`src/rtl/buf_out_packer.sv`:
```
// buf_out_packer
//   Packs single data lanes from the resizer core into multi-lane output
//   entries and queues them in a small FIFO feeding the master stage.
//   Lane i of an entry sits at master_entry[i*(T_DATA_WIDTH+2) +: T_DATA_WIDTH+2],
//   laid out {data, keep, last}. Unfilled lanes of a committed entry are zero.
//
// Ports
//   clk                 rising-edge clock
//   rst                 synchronous active-high reset
//   in_valid/in_ready   lane handshake; in_ready depends only on registered level
//   in_data/in_last     lane payload and end-of-packet marker
//   underflow           FIFO empty (master_entry forced to zero)
//   master_entry        FIFO head, first-word-fall-through
//   master_entry_ready  pop head (ignored while underflow)
//   level               number of stored entries, 0..DEPTH
module buf_out_packer #(
    parameter  int M_KEEP_WIDTH     = 2,
    parameter  int T_DATA_WIDTH     = 1,
    parameter  int DEPTH            = 4,
    localparam int BUF_OUT_ENTRY_SZ = (2 + T_DATA_WIDTH) * M_KEEP_WIDTH,
    localparam int LEVEL_W          = $clog2(DEPTH + 1)
) (
    input  logic                        clk,
    input  logic                        rst,
    input  logic                        in_valid,
    output logic                        in_ready,
    input  logic [T_DATA_WIDTH-1:0]     in_data,
    input  logic                        in_last,
    output logic                        underflow,
    output logic [BUF_OUT_ENTRY_SZ-1:0] master_entry,
    input  logic                        master_entry_ready,
    output logic [LEVEL_W-1:0]          level
);

    localparam int LANE_W = T_DATA_WIDTH + 2;
    localparam int PTR_W  = (DEPTH > 1) ? $clog2(DEPTH) : 1;
    localparam int FILL_W = $clog2(M_KEEP_WIDTH + 1);

    logic [BUF_OUT_ENTRY_SZ-1:0] mem_q [DEPTH];
    logic [BUF_OUT_ENTRY_SZ-1:0] asm_q, asm_d, asm_next;
    logic [FILL_W-1:0]           fill_q, fill_d;
    logic [PTR_W-1:0]            wr_ptr_q, wr_ptr_d;
    logic [PTR_W-1:0]            rd_ptr_q, rd_ptr_d;
    logic [LEVEL_W-1:0]          level_q, level_d;
    logic [LANE_W-1:0]           lane;
    logic                        accept;
    logic                        commit;
    logic                        pop;

    assign in_ready     = (level_q < LEVEL_W'(DEPTH));
    assign underflow    = (level_q == '0);
    assign level        = level_q;
    assign master_entry = underflow ? '0 : mem_q[rd_ptr_q];

    always_comb begin
        accept   = in_valid && in_ready;
        pop      = master_entry_ready && !underflow;
        lane     = {in_data, 1'b1, in_last};

        // Assembly register only ever holds filled slots; everything above
        // fill is still zero from the last clear, which gives the padding.
        asm_next = asm_q;
        for (int i = 0; i < M_KEEP_WIDTH; i++) begin
            if (fill_q == FILL_W'(i)) begin
                asm_next[i*LANE_W +: LANE_W] = lane;
            end
        end

        commit   = accept && (in_last || (fill_q == FILL_W'(M_KEEP_WIDTH - 1)));

        asm_d    = asm_q;
        fill_d   = fill_q;
        if (commit) begin
            asm_d  = '0;
            fill_d = '0;
        end else if (accept) begin
            asm_d  = asm_next;
            fill_d = fill_q + FILL_W'(1);
        end

        wr_ptr_d = commit ? wr_ptr_q + PTR_W'(1) : wr_ptr_q;
        rd_ptr_d = pop    ? rd_ptr_q + PTR_W'(1) : rd_ptr_q;

        level_d  = level_q;
        case ({commit, pop})
            2'b10:   level_d = level_q + LEVEL_W'(1);
            2'b01:   level_d = level_q - LEVEL_W'(1);
            default: level_d = level_q;
        endcase
    end

    always_ff @(posedge clk) begin
        if (rst) begin
            asm_q    <= '0;
            fill_q   <= '0;
            wr_ptr_q <= '0;
            rd_ptr_q <= '0;
            level_q  <= '0;
        end else begin
            asm_q    <= asm_d;
            fill_q   <= fill_d;
            wr_ptr_q <= wr_ptr_d;
            rd_ptr_q <= rd_ptr_d;
            level_q  <= level_d;
        end
    end

    // Storage needs no reset: its contents are masked while level is zero.
    always_ff @(posedge clk) begin
        if (commit && !rst) begin
            mem_q[wr_ptr_q] <= asm_next;
        end
    end

endmodule
```
`config.mk`:
```
export PLATFORM = sky130hd
export DESIGN_NAME = buf_out_packer
export DESIGN_NICKNAME = d
export VERILOG_FILES = /design/src/rtl/buf_out_packer.sv
export SDC_FILE = /design/constraint.sdc
export NUM_CORES = 1
export LEC_CHECK = 0
export BUFFER_PORTS_ARGS = -buffer_cell sky130_fd_sc_hd__buf_2
export CAP_MARGIN = 20
export CORE_ASPECT_RATIO = 0.8
export CORE_UTILIZATION = 57
export DETAILED_ROUTE_END_ITERATION = 8
export PLACE_DENSITY = 0.82
export SLEW_MARGIN = 20
export SYNTH_ARGS = -nofsm -noshare
export SYNTH_HDL_FRONTEND = slang
export SYNTH_SLANG_ARGS = --single-unit
```
`constraint.sdc`:
```
create_clock -name clk -period 2.7 [get_ports clk]
set_clock_uncertainty 0.15 [all_clocks]
set_input_delay 0.81 -clock clk [delete_from_list [all_inputs] [get_ports clk]]
set_output_delay 0.81 -clock clk [all_outputs]
set_load 0.05 [all_outputs]
```
==> flow_summary.json, run 1 <==
{
  "outcome": "finished, final reports clean",
  "endpoint_kind": "primary output",
  "syn_area_um2": 1740,
  "p_switching_uw": 801,
  "dp_cells": 184,
  "p_per_area_nw_per_um2": 1030,
  "min_path_type": "flop to flop",
  "cts_buffer_depth": 2,
  "startpoint_type": "flop",
  "worst_slack_ns": 0.112,
  "dpl.hpwl_mm": 2.06,
  "yosys.area.top_type": "edfxtp_1",
  "post-route-drc-count": 0,
  "coreArea_um2": 2830,
  "yosys.cell_count.top_type": "edfxtp_1",
  "grt_overflow": 0,
  "cap_violations": 0,
  "dr.pass1.iters": 5,
  "wl_per_cell_um": 14.1,
  "clkTransAtPathRegs_ns": 0.07,
  "final-hold-violation-count": 0,
  "die-area_um2": 3270,
  "multi_input_area_um2": 634,
  "fill_cells": 192,
  "synth-edff-count": 24,
  "comb_power_share_pct": 37.7,
  "portBuffers": 16,
  "tightest_slew_ns": 0.405,
  "grt_usage_pct": 18.6,
  "htree_levels": 2,
  "drt.antenna.violating_nets": 0,
  "post-route-period-util_pct": 95.9,
  "ys_async_sr_fraction_pct": 0,
  "area_growth_pct": 14.2,
  "drive_gt1_share_pct": 25.3,
  "yosysTopAreaCellShare_pct": 41.5,
  "internal_power_uw": 1240,
  "relSlewSlack_pct": 72.9,
  "routed_wl_mm": 2.71,
  "arrival_ns": 1.63,
  "place_congestion": 0.695,
  "dp_slack_ns": 0.0522,
  "syn_area_per_cell_um2": 13.3,
  "ios": 17,
  "finalMaxSlewViolations": 0,
  "max_freq_mhz": 386,
  "path_class": "flop to primary output",
  "grt_pass1_vias": 920,
  "crit_fanout": 6,
  "setup_tns_ns": 0,
  "via_count": 1034,
  "grt_max_degree": 14,
  "synth_commonest_cells": "edfxtp_1 (24), dfxtp_1 (17), a21oi_1 (9), inv_1 (9), nor2_1 (9)",
  "setup_viol": 0,
  "synth_ff_type": "edfxtp_1",
  "synth_area_leaders": "edfxtp_1 (41%), dfxtp_1 (20%), mux4_2 (7.8%)",
  "power.static_leakage_uw": 0.000745,
  "cts_buffers": 5,
  "vdd_drop_max_mv": 0.596,
  "seqCellArea_um2": 1060,
  "synth-seq-area-share_pct": 61.1,
  "via_per_inst": 5.39,
  "rsz0062_at_grt": "no",
  "hold_buffers": 0,
  "synth_nets": 145,
  "antenna_found_initial": 0,
  "period_needed_ns": 2.59,
  "start_util_pct": 61.4,
  "diodes": 0,
  "synthCells": 131,
  "fin_cells": 192,
  "die_h_um": 51.4,
  "ys_seq_elements": 41,
  "tritoncts": "done",
  "initialDrtViolationCount": 18,
  "clock_latency_ns": 0.29,
  "netSwitchingFraction_pct": 39.1,
  "grt_pass1_wl_mm": 4.25,
  "yosysUniqueCellTypes": 28,
  "pwr-share-seq_pct": 39.3,
  "nNetsFinal": 167,
  "num_rows": 17,
  "cts.sinks": 41,
  "die_w_um": 63.7,
  "cp_data_required_time_ns": 1.74,
  "yosysWarnings": 0,
  "post_cts_buffers": 0,
  "p_clk_share_pct": 23.0,
  "cts_root_buf": "clkbuf_8"
}
==> sequential cells by signal (all words and copies together) (netlist names), named ones only <==
name      cells
rd_ptr_q      2
mem_q        24
level         3
asm_q         6
fill_q        2
wr_ptr_q      2
==> power groups by stage <==
stage	clock network [uW]	registers (uW)	logic, uW
6_report	471	803	771
5_1_grt	500	813	828
4_1_cts	480	804	775
3_5_place_dp	0	818	773
3_3_place_gp	0	813	752
2_1_floorplan	0	857	564
==> placed cells by master, fill, tap and decap left out, drive strengths merged <==
cell type | synthesis | routed
bufinv | 0 | 1
fa | 1 | 1
clkinvlp | 0 | 1
nand2 | 5 | 5
and2 | 7 | 7
inv | 9 | 9
xnor2 | 1 | 1
nor3 | 2 | 2
mux2i | 1 | 1
nand2b | 1 | 1
xor2 | 3 | 3
edfxtp | 24 | 24
buf | 2 | 18
mux2 | 4 | 4
nand3 | 3 | 3
a21oi | 9 | 9
mux4 | 6 | 6
clkinv | 0 | 1
dfxtp | 17 | 17
nor2b | 7 | 7
ha | 7 | 7
o21ai | 4 | 4
or3 | 2 | 2
clkbuf | 1 | 5
or2 | 3 | 3
a21o | 1 | 1
nand3b | 1 | 1
nor2 | 9 | 9
o31ai | 1 | 1
==> layer usage <==
layer,global-route usage [%],vias up,wire (um)
met5,0,-,0
met4,9.09,0,47
met3,4.69,7,102
met2,31.2,24,1340
met1,22.6,499,1230
li1,-,504,-
==> per-stage QoR <==
step	utilization (%)	hold slack (ns)	instance area, um2	total power (uW)
5_1_grt	70.1	0.337	1980	2140
3_5_place_dp	66.2	0.290	1870	1590
4_1_cts	70.1	0.312	1980	2060
6_report	70.1	0.308	1980	2050
2_1_floorplan	-	0.272	1740	1420
3_3_place_gp	66.2	0.289	1870	1560
==> what timing repair did <==
item | CTS | global route
hold endpoints to repair | 0 | 0
endpoints found under the setup margin | 6 | 0
gates resized for setup | 1 | 0
==> final cells by class <==
class	instances	area share (%)
clock buffer	5	3.47
inverter	9	1.70
timing repair buffer	18	4.79
tap	38	2.40
clock inverter	3	2.08
sequential	41	53.6
multi-input combinational	78	32.0
==> worst max-delay path, stage by stage, from the launching register on <==
cell,delay [ns]
dfxtp_2,0.45
mux4_2,0.52
nor2b_1,0.15
buf_2,0.23
==> worst paths after layout <==
kind	start	slack, ns	to	cells past startpoint
worst max-delay path	flop	0.11	master_entry[0]	3
worst min-delay path	asm_q[5]$_SDFFE_PP0P_	0.31	asm_q[5]$_SDFFE_PP0P_	1
worst max register to register	fill_q[1]$_SDFFE_PP0P_	0.31	level[2]$_SDFFE_PP0P_	10
worst min register to register	asm_q[5]$_SDFFE_PP0P_	0.31	asm_q[5]$_SDFFE_PP0P_	1
==> kinds of logic (layout without fill, tap and decap cells) <==
logic type	Yosys count	after routing	synth area share [%]
flip-flops	41	41	61.1
AND/OR/NAND/NOR	40	40	12.4
AO/OA/AOI/OAI	15	15	4.61
buffers and inverters	12	35	2.74
multiplexers	11	11	11.0
adder cells (fa/ha/maj)	8	8	6.20
XOR/XNOR	4	4	2.02
Power figures use the tool's default switching activity.
==> inputs of run 2 (changes only) <==
GPL_TIMING_DRIVEN = 0   (was default)
==> run 2 against run 1 <==
Hold slack better by 0.0047 ns. Sequential power is 1% lower. Critical path depth is 1 higher. Flip-flop and latch count stayed put. Fmax is 1.7% lower. Count of clock-buffer cells in the layout is 1 higher. Die area stayed put. Clock power is 3% lower. Non-clock buffer count is 1 higher. First-iteration DRC count is 100% higher. Critical path type unchanged. Highest routed layer unchanged.
==> flow_summary.json, run 2 (synthesis gave the netlist of run 1 again) <==
{
  "ios": 17,
  "setup_tns_ns": 0,
  "cpMaxStageDelayCell": "mux4_2",
  "dr.pass1.iters": 4,
  "cp_num_buf_inv": 2,
  "final-hold-violation-count": 0,
  "antenna_found_initial": 0,
  "startpoint_type": "flop",
  "cts_buffer_depth": 2,
  "drt.antenna.violating_nets": 0,
  "internal_power_uw": 1250,
  "grt_use_met2_pct": 33.2,
  "dp_slack_ns": -0.0631,
  "setup_viol": 0,
  "grt_overflow": 0,
  "htree_levels": 2,
  "arrival_ns": 1.67,
  "pwr-share-seq_pct": 39.0,
  "tightest_slew_ns": 0.417,
  "fill_cells": 198,
  "grt_pass1_wl_mm": 4.55,
  "final_cell_mix": "edfxtp_1 (24), dfxtp_1 (17), buf_2 (16)",
  "grt_pass1_vias": 996,
  "worst_slack_ns": 0.0678,
  "vdd_drop_max_mv": 0.572,
  "holdWs_ns": 0.313,
  "post_cts_buffers": 0,
  "clkTransAtPathRegs_ns": 0.07,
  "cp_cell_sequence": "clkbuf_4, mux4_2, nor2b_1, buf_2",
  "p_clk_share_pct": 22.6,
  "grt_use_met1_pct": 23.8,
  "hold_buffers": 0,
  "grt_use_met3_pct": 5.36,
  "grt_max_degree": 13,
  "dpl.hpwl_mm": 2.04,
  "die_h_um": 51.4,
  "largest_register": "mem_q",
  "post-route-period-util_pct": 97.5,
  "place_congestion": 0.716,
  "drive_gt1_share_pct": 23.9,
  "layout_commonest_cell": "edfxtp_1",
  "cpPeakStageDelay_ns": 0.50,
  "diodes": 0,
  "rsz0062_at_grt": "no",
  "finalMaxSlewViolations": 0,
  "portBuffers": 16,
  "area_growth_pct": 14.1,
  "outcome": "finished, final reports clean",
  "routed_wl_mm": 2.68,
  "wl_per_cell_um": 13.9,
  "tritoncts": "done",
  "max_freq_mhz": 380,
  "num_rows": 17,
  "crit_family": "multiplexers",
  "cts.sinks": 41,
  "power.static_leakage_uw": 0.000746,
  "post-route-drc-count": 0,
  "path_class": "flop to primary output",
  "grt_usage_pct": 19.5,
  "die-area_um2": 3270,
  "die_w_um": 63.7,
  "coreArea_um2": 2830,
  "via_per_inst": 5.16,
  "initialDrtViolationCount": 36,
  "nNetsFinal": 168,
  "comb_power_share_pct": 38.4,
  "endpoint_kind": "primary output",
  "cts_buffers": 5,
  "start_util_pct": 61.4,
  "relSlewSlack_pct": 72.2,
  "cp_data_required_time_ns": 1.74,
  "via_count": 995,
  "crit_fanout": 6,
  "cap_violations": 0,
  "grt_busiest_layer": "met2",
  "clock_latency_ns": 0.28,
  "netSwitchingFraction_pct": 38.6,
  "p_per_area_nw_per_um2": 1030,
  "min_path_type": "flop to flop",
  "p_switching_uw": 786,
  "largest_reg_flops": 24,
  "cts_root_buf": "clkbuf_8",
  "period_needed_ns": 2.63
}
[run 2: cell types whose count changed in the layout (fill, tap and decap cells not counted), sizes merged]
cell and change:
clkbuf +3, clkinvlp -1, buf -1
[run 2: power by group through the flow]
stage	Clock (uW)	Combinational [uW]	Sequential [uW]
6_report	459	780	794
5_1_grt	489	846	803
3_3_place_gp	0	760	802
3_5_place_dp	0	778	808
2_1_floorplan	0	564	857
4_1_cts	471	781	794
[run 2: final timing paths]
kind	startpoint	slack (ns)	depth (start not counted)	end
worst max-delay path	flop	0.07	4	master_entry[5]
worst min-delay path	asm_q[4]$_SDFFE_PP0P_	0.31	1	asm_q[4]$_SDFFE_PP0P_
worst max register to register	fill_q[1]$_SDFFE_PP0P_	0.21	10	level[2]$_SDFFE_PP0P_
worst min register to register	asm_q[4]$_SDFFE_PP0P_	0.31	1	asm_q[4]$_SDFFE_PP0P_
[run 2: area by class of cell]
cell class              instances  area (um2)  share of cell area [%]
plain buffers                   3        16.3                   0.821
clock buffers                   6        72.6                    3.66
clock inverters                 2        33.8                    1.70
inverters                       9        33.8                    1.70
multi-input cells              78         634                    32.0
flip-flops and latches         41        1060                    53.5
well taps                      38        47.5                    2.40
repair buffers                 16        82.6                    4.17
[run 2: what timing repair did]
action | 4_1_cts | 5_1_grt
endpoints found under the setup margin | 0 | 6
endpoints found under the hold margin | 0 | 0
gates resized for setup | 0 | 3
[run 2: per-stage QoR]
stage          cells  cell area, um2  power, uW  utilization [%]
6_report         193            1980       2030             70.1
5_1_grt          193            1980       2140             70.1
4_1_cts          193            1980       2050             69.9
3_5_place_dp     185            1870       1590             66.1
3_3_place_gp     185            1870       1560             66.1
2_1_floorplan    131            1740       1420                -
[run 2: routing by layer]
metal	vias up	wire length, um
met2	19	1340
met5	-	0
met1	468	1220
li1	504	-
met4	0	33
met3	4	94
